--- config.mk ---
export PLATFORM = sky130hd
export DESIGN_NAME = bcd2bin_16_seq
export DESIGN_NICKNAME = d
export VERILOG_FILES = /design/src/rtl/bcd_pkg.sv /design/src/rtl/bcd_digit_adj.sv /design/src/rtl/bcd2bin_16_seq.sv
export SDC_FILE = /design/constraint.sdc
export NUM_CORES = 1
export LEC_CHECK = 0
export ABC_AREA = 1
export ABC_CLOCK_PERIOD_IN_PS = 1700
export BUFFER_PORTS_ARGS = -buffer_cell sky130_fd_sc_hd__clkbuf_2
export CORE_MARGIN = 4
export CORE_UTILIZATION = 30
export CTS_CLUSTER_DIAMETER = 50
export DETAILED_ROUTE_END_ITERATION = 10
export PLACE_DENSITY = 0.44
export SYNTH_ARGS = -nofsm -noshare
export SYNTH_HDL_FRONTEND = slang
export SYNTH_SLANG_ARGS = --single-unit
--- constraint.sdc ---
create_clock -name clk -period 1.7 [get_ports clk]
set_input_delay 0.34 -clock clk [delete_from_list [all_inputs] [get_ports clk]]
set_output_delay 0.34 -clock clk [all_outputs]
set_load 0.01 [all_outputs]
--- src/rtl/bcd_pkg.sv ---
// bcd_pkg: shared constants, state encoding and digit helper for the BCD-to-binary converter
// Contents:
//   DIGIT_W     width of one BCD digit
//   ADJ_THRESH  digit value at or above which the reverse double-dabble adjust applies
//   ADJ_VAL     amount subtracted from a digit that needs adjusting
//   state_t     converter state encoding (IDLE, SHIFT)
//   digit_invalid() returns 1 for a 4-bit code that is not a decimal digit
package bcd_pkg;

    localparam int DIGIT_W = 4;
    localparam logic [DIGIT_W-1:0] ADJ_THRESH = 4'd8;
    localparam logic [DIGIT_W-1:0] ADJ_VAL    = 4'd3;

    typedef enum logic {
        IDLE,
        SHIFT
    } state_t;

    function automatic logic digit_invalid(input logic [DIGIT_W-1:0] d);
        return d > 4'd9;
    endfunction

endpackage

--- src/rtl/bcd_digit_adj.sv ---
// bcd_digit_adj: reverse double-dabble digit correction (subtract 3 when digit >= 8)
// Ports:
//   d  input  4  digit after the right shift
//   q  output 4  corrected digit
module bcd_digit_adj
    import bcd_pkg::*;
(
    input  logic [DIGIT_W-1:0] d,
    output logic [DIGIT_W-1:0] q
);

    assign q = (d >= ADJ_THRESH) ? d - ADJ_VAL : d;

endmodule

--- src/rtl/bcd2bin_16_seq.sv ---
// bcd2bin_16_seq: sequential BCD-to-binary converter, one reverse double-dabble shift per cycle
// Ports:
//   clk        input  1  rising-edge clock
//   reset      input  1  synchronous active-high reset
//   start      input  1  request conversion of bcdIn, sampled only in IDLE
//   bcdIn      input  W  {sign, BCD digits}, most significant digit highest
//   busy       output 1  high while a conversion is in progress
//   done       output 1  one-cycle pulse when binaryOut has just been updated
//   binaryOut  output W  {sign, binary magnitude}, held until next completion or reset
//   digitErr   output 1  captured input held a digit > 9 (tied 0 unless enabled)
// Build option: define BCD2BIN_DIGIT_CHECK_EN to enable the invalid-digit flag.
module bcd2bin_16_seq
    import bcd_pkg::*;
#(
    parameter  int N_DIGITS = 4,
    localparam int W        = 4 * N_DIGITS + 1
) (
    input  logic         clk,
    input  logic         reset,
    input  logic         start,
    input  logic [W-1:0] bcdIn,
    output logic         busy,
    output logic         done,
    output logic [W-1:0] binaryOut,
    output logic         digitErr
);

    localparam int BW = DIGIT_W * N_DIGITS;
    localparam int CW = $clog2(BW);

    state_t          state;
    logic [CW-1:0]   cnt;
    logic            sign;
    logic [BW-1:0]   bcd_reg;
    logic [BW-1:0]   bin_acc;
    logic [BW-1:0]   sh_bcd;
    logic [BW-1:0]   sh_bin;
    logic [BW-1:0]   adj_bcd;

    // {bcd_reg, bin_acc} shifted right as one long register
    assign sh_bcd = {1'b0, bcd_reg[BW-1:1]};
    assign sh_bin = {bcd_reg[0], bin_acc[BW-1:1]};

    for (genvar i = 0; i < N_DIGITS; i++) begin : g_adj
        bcd_digit_adj u_adj (
            .d(sh_bcd[i*DIGIT_W +: DIGIT_W]),
            .q(adj_bcd[i*DIGIT_W +: DIGIT_W])
        );
    end

`ifdef BCD2BIN_DIGIT_CHECK_EN
    logic err_flag;
    logic bad_in;

    always_comb begin
        bad_in = 1'b0;
        for (int i = 0; i < N_DIGITS; i++)
            bad_in = bad_in | digit_invalid(bcdIn[i*DIGIT_W +: DIGIT_W]);
    end
`else
    assign digitErr = 1'b0;
`endif

    always_ff @(posedge clk) begin
        if (reset) begin
            state     <= IDLE;
            cnt       <= '0;
            sign      <= 1'b0;
            bcd_reg   <= '0;
            bin_acc   <= '0;
            busy      <= 1'b0;
            done      <= 1'b0;
            binaryOut <= '0;
`ifdef BCD2BIN_DIGIT_CHECK_EN
            err_flag  <= 1'b0;
            digitErr  <= 1'b0;
`endif
        end else begin
            done <= 1'b0;
            if (state == IDLE) begin
                if (start) begin
                    sign     <= bcdIn[W-1];
                    bcd_reg  <= bcdIn[W-2:0];
                    bin_acc  <= '0;
                    cnt      <= CW'(BW - 1);
                    busy     <= 1'b1;
                    state    <= SHIFT;
`ifdef BCD2BIN_DIGIT_CHECK_EN
                    err_flag <= bad_in;
`endif
                end
            end else begin
                bcd_reg <= adj_bcd;
                bin_acc <= sh_bin;
                cnt     <= cnt - 1'b1;
                // last shift completes the magnitude; publish it on the same edge
                if (cnt == '0) begin
                    binaryOut <= {sign, sh_bin};
                    done      <= 1'b1;
                    busy      <= 1'b0;
                    state     <= IDLE;
`ifdef BCD2BIN_DIGIT_CHECK_EN
                    digitErr  <= err_flag;
`endif
                end
            end
        end
    end

endmodule

# Word-level counts from Yosys, hierarchy flattened
# Index checks and enable logic that the tools add are counted.
# totals
reg_bits	57
# classes
n_addsub	5
n_lt_le_gt_ge	4
eq_ne	1
muxes	17
bitwise	1
n_reduce_logical	6
# op_table
operator	count
2-to-1 mux 16 bit	4
2-to-1 mux 4 bit	6
>= comparator 4 bit, second input constant	3
subtractor 4 x 2 -> 4 bit, second input constant	3
2-to-1 mux 1 bit	7
AND reduction 2 bit	3
>= comparator 3 x 4 -> 1 bit, second input constant	1
logical NOT 4 bit	1
subtractor 3 x 2 -> 4 bit, second input constant	1
subtractor 4 x 1 -> 4 bit, second input constant	1
inequality test 2 x 1 -> 1 bit, second input constant	1
nonzero test 2 bit	1
OR reduction 2 bit	1
NOT 1 bit	1

# Logic depth before layout (Yosys ltp)
# depth
word_depth	3
depth_mapped	8
ltp_nobuf	7

# Modules after synthesis
# A second synthesis with hierarchy kept.
# hier_totals
hier_cells	371
hier_area_um2	2590.0
# modules_own_cells
module	n_inst	cells_each	area_per_inst_um2
bcd2bin_16_seq	1	307	2234.6
bcd_digit_adj	4	16	88.8

# Least setup slack after synthesis
# No wires, ideal clock.
# synth_timing
kind	reg-to-reg
from	register cnt[0]
to	register binaryOut[10]
t_arrival_ns	1.088
slack_ns	0.500
stages_incl_launch_ff	9
path_cell_list	dfxtp_1 -> inv_1 -> ha_1 -> nand3_4 -> nand2_2 -> inv_2 -> buf_2 -> nand2_1 -> nand2_1
# synth_between
elab_chain_cells	2
# synth_rtl
element	line	source
from (decl)	bcd2bin_16_seq.sv:32	logic [CW-1:0] cnt;
from (signal assigned)	bcd2bin_16_seq.sv:85	cnt <= CW'(BW - 1);
from (signal assigned)	bcd2bin_16_seq.sv:95	cnt <= cnt - 1'b1;
logical NOT 4 bit	bcd2bin_16_seq.sv:97	if (cnt == '0) begin
AND reduction 2 bit (no line)	-	
to (signal assigned)	bcd2bin_16_seq.sv:98	binaryOut <= {sign, sh_bin};
to (decl)	bcd2bin_16_seq.sv:24	output logic [W-1:0] binaryOut,
# No other way between the ends.
# A chain may end at the register's enable or synchronous reset.

# Worst setup path in the final report
# layout_timing
from	register state
to	register binaryOut[16]
# layout_between
elab_chain_cells	1
# layout_rtl
element	line	source
from (decl)	bcd2bin_16_seq.sv:31	state_t state;
from (signal assigned)	bcd2bin_16_seq.sv:66	state <= IDLE;
from (signal assigned)	bcd2bin_16_seq.sv:87	state <= SHIFT;
from (signal assigned)	bcd2bin_16_seq.sv:101	state <= IDLE;
AND reduction 2 bit (no line)	-	
# No other way between the ends.

==> metrics.yaml <==
status:
  status: "completed"
power_and_ir_drop:
  vdd_drop_max_mv: 0.307
  p_per_area_nw_per_um2: 874
  power_leakage_nw: 1.30
grt:
  grtUsageTotal_pct: 12.1
  overflow: 0
  grt_max_degree: 25
  grt_first_pass_wirelength_um: 9590
  antenna_found_initial: 0
  grt_pass1_vias: 2024
cts:
  cts_resized: 0
  cts_sinks: 56
  ctsRootBufferMaster: "clkbuf_8"
  cts_tree: "built"
  clock_latency_ns: 0.31
  cts_made_buffers: 5
  clk_path_buf_depth: 2
  cts.clk_slew.worst_paths_ns: 0.10
  cts_hold_buf: 0
  post_cts_buffers: 0
  htree_levels: 2
drt:
  drc_errors: 0
  ant_nets: 0
  routed_via_density: 4.23
  drtIter0Drc: 38
  vias: 2064
  wl_per_cell_um: 11.1
  wirelength_um: 5410
  dr.pass1.iters: 4
hold_path:
  worst_hold_startpoint: "bcdIn[15]"
  min_path_type: "primary input to register"
place:
  dp_hpwl_um: 3790
  gp_congestion: 0.746
  io_buffer_count: 38
sta:
  drv_slew: 0
  hold_viol_final: 0
  setup_viol: 0
  period_needed_ns: 1.36
  fin_crit_sh_pct: 79.9
  rsz0062_at_grt: "false"
  max_freq_mhz: 736
  tns_ns: 0
  clock_skew_ns: 0.00465
floorplanning:
  fp.dieW_um: 97.6
  fp.dieArea_um2: 9530
  fp.coreArea_um2: 7770
  num_io_pins: 40
  start_util_pct: 31.0
  chipHeight_um: 97.6
  core.rowCount: 32
critical_path:
  crit_arrival_ns: 1.61
  crit_path_max_incr_delay_ns: 0.41
  slowest_stage: "dfxtp_1"
  path_class: "register to register"
  crit_path_end_kind: "register"
  cp-start-kind: "register"
  startpoint: "state$_SDFF_PP0_"
  critPathMaxFanout: 18
  cp_cell_sequence: "buf_4, nand3_4, nor2_4, nand2_1, nand2_1"
  crit_family: "simple AND/OR/NAND/NOR gates"
  cp_num_buf_inv: 1
  critPathMostFrequentCell: "nand2_1"
  cp_data_required_time_ns: 1.96
  r2r_start: "state$_SDFF_PP0_"
synth:
  synth_seq_cells: 56
  netlist.area_leader.share_pct: 46.5
  syn_nets: 374
  synthCells: 347
  yosys_warnings: 0
  synth_area_leaders: "dfxtp_1, nand2_1, a21oi_1"
  yosysSeqAreaShare_pct: 46.5
  yosysTopAreaCell: "dfxtp_1"
  syn_avg_cell_area_um2: 6.94
  synth_cell_types: 22
  synth_area_um2: 2410
final_layout:
  num_antenna_cells: 0
  drive_gt1_share_pct: 15.5
  final_nets: 412
  syn2layout_area_growth_pct: 16.3
  fin_util_pct: 36.1
  mostFrequentLayoutCells: "nand2_1, dfxtp_1, clkbuf_2, a21oi_1, nor2_1"
  layout_commonest_cell: "nand2_1"
  largest_reg_flops: 17
flow_run:
  drv_cap: 0
-- power by group --
part           leakage (nW)  internal, mW  switching (mW)  total [mW]
Combinational         0.803         0.112           0.194       0.306
Clock                0.0414         0.295           0.445       0.740
Sequential            0.456          1.36          0.0445        1.40
Total                  1.30          1.77           0.683        2.45
-- per-layer routing --
| layer | part of all wire, % | vias up | wire, µm | GRT usage (%) |
|---|---|---|---|---|
| met3 | 3.8 | 5 | 204 | 2.80 |
| met2 | 46 | 34 | 2470 | 20.0 |
| li1 | - | 1133 | - | - |
| met4 | 0.81 | 0 | 44 | 2.88 |
| met1 | 50 | 892 | 2690 | 16.0 |
| met5 | 0 | - | 0 | 0 |
-- kinds of logic after synthesis --
| family | Yosys count | synth area share (%) |
|---|---|---|
| fa+ha+maj | 7 | 3.63 |
| buf+inv | 46 | 8.41 |
| compound gates | 37 | 7.68 |
| flops | 56 | 46.5 |
| other cells | 1 | 0.156 |
| simple gates | 200 | 33.6 |
-- synth_stat cells, drive strengths merged --
cell and number:
nand2 151, dfxtp 56, a21oi 29, nor2 29, inv 25, nand3 18
buf 13, o21ai 8, ha 7, clkinv 6, clkbuf 2, conb 1
nor3 1, or2 1
-- per-stage QoR --
stage / power [mW] / cells / worst slack (ns) / area, µm² / hold slack (ns)
floorplan: 1.64 / 347 / 0.500 / 2410 / 0.426
global placement: 1.75 / 480 / 0.291 / 2710 / 0.429
detailed placement: 1.75 / 480 / 0.270 / 2710 / 0.433
CTS: 2.50 / 488 / 0.271 / 2800 / 0.262
global route: 2.60 / 488 / 0.151 / 2800 / 0.266
finish: 2.45 / 488 / 0.341 / 2800 / 0.266
-- tightest hold or removal path, cell delays in order --
cell and delay, ns:
clkbuf_2 0.09, nand2_1 0.05, a21oi_1 0.05
-- cell type report --
type / instances / area, µm²
Clock buffer: 6 / 72.6
Clock inverter: 2 / 16.3
Fill cell: 909 / 4960
Inverter: 31 / 116
Multi-Input combinational cell: 245 / 1090
Sequential cell: 56 / 1120
Tap cell: 102 / 128
Timing Repair Buffer: 46 / 263
-- final timing paths --
path	to	slack [ns]	cells after the start
setup / recovery	binaryOut[16]$_SDFFE_PP0P_	0.34	5
hold / removal	bcd_reg[15]$_SDFFE_PP0P_	0.27	3
setup reg to reg	binaryOut[16]$_SDFFE_PP0P_	0.34	5
hold reg to reg	binaryOut[3]$_SDFFE_PP0P_	0.45	2
(Power assumes the default switching activity.)
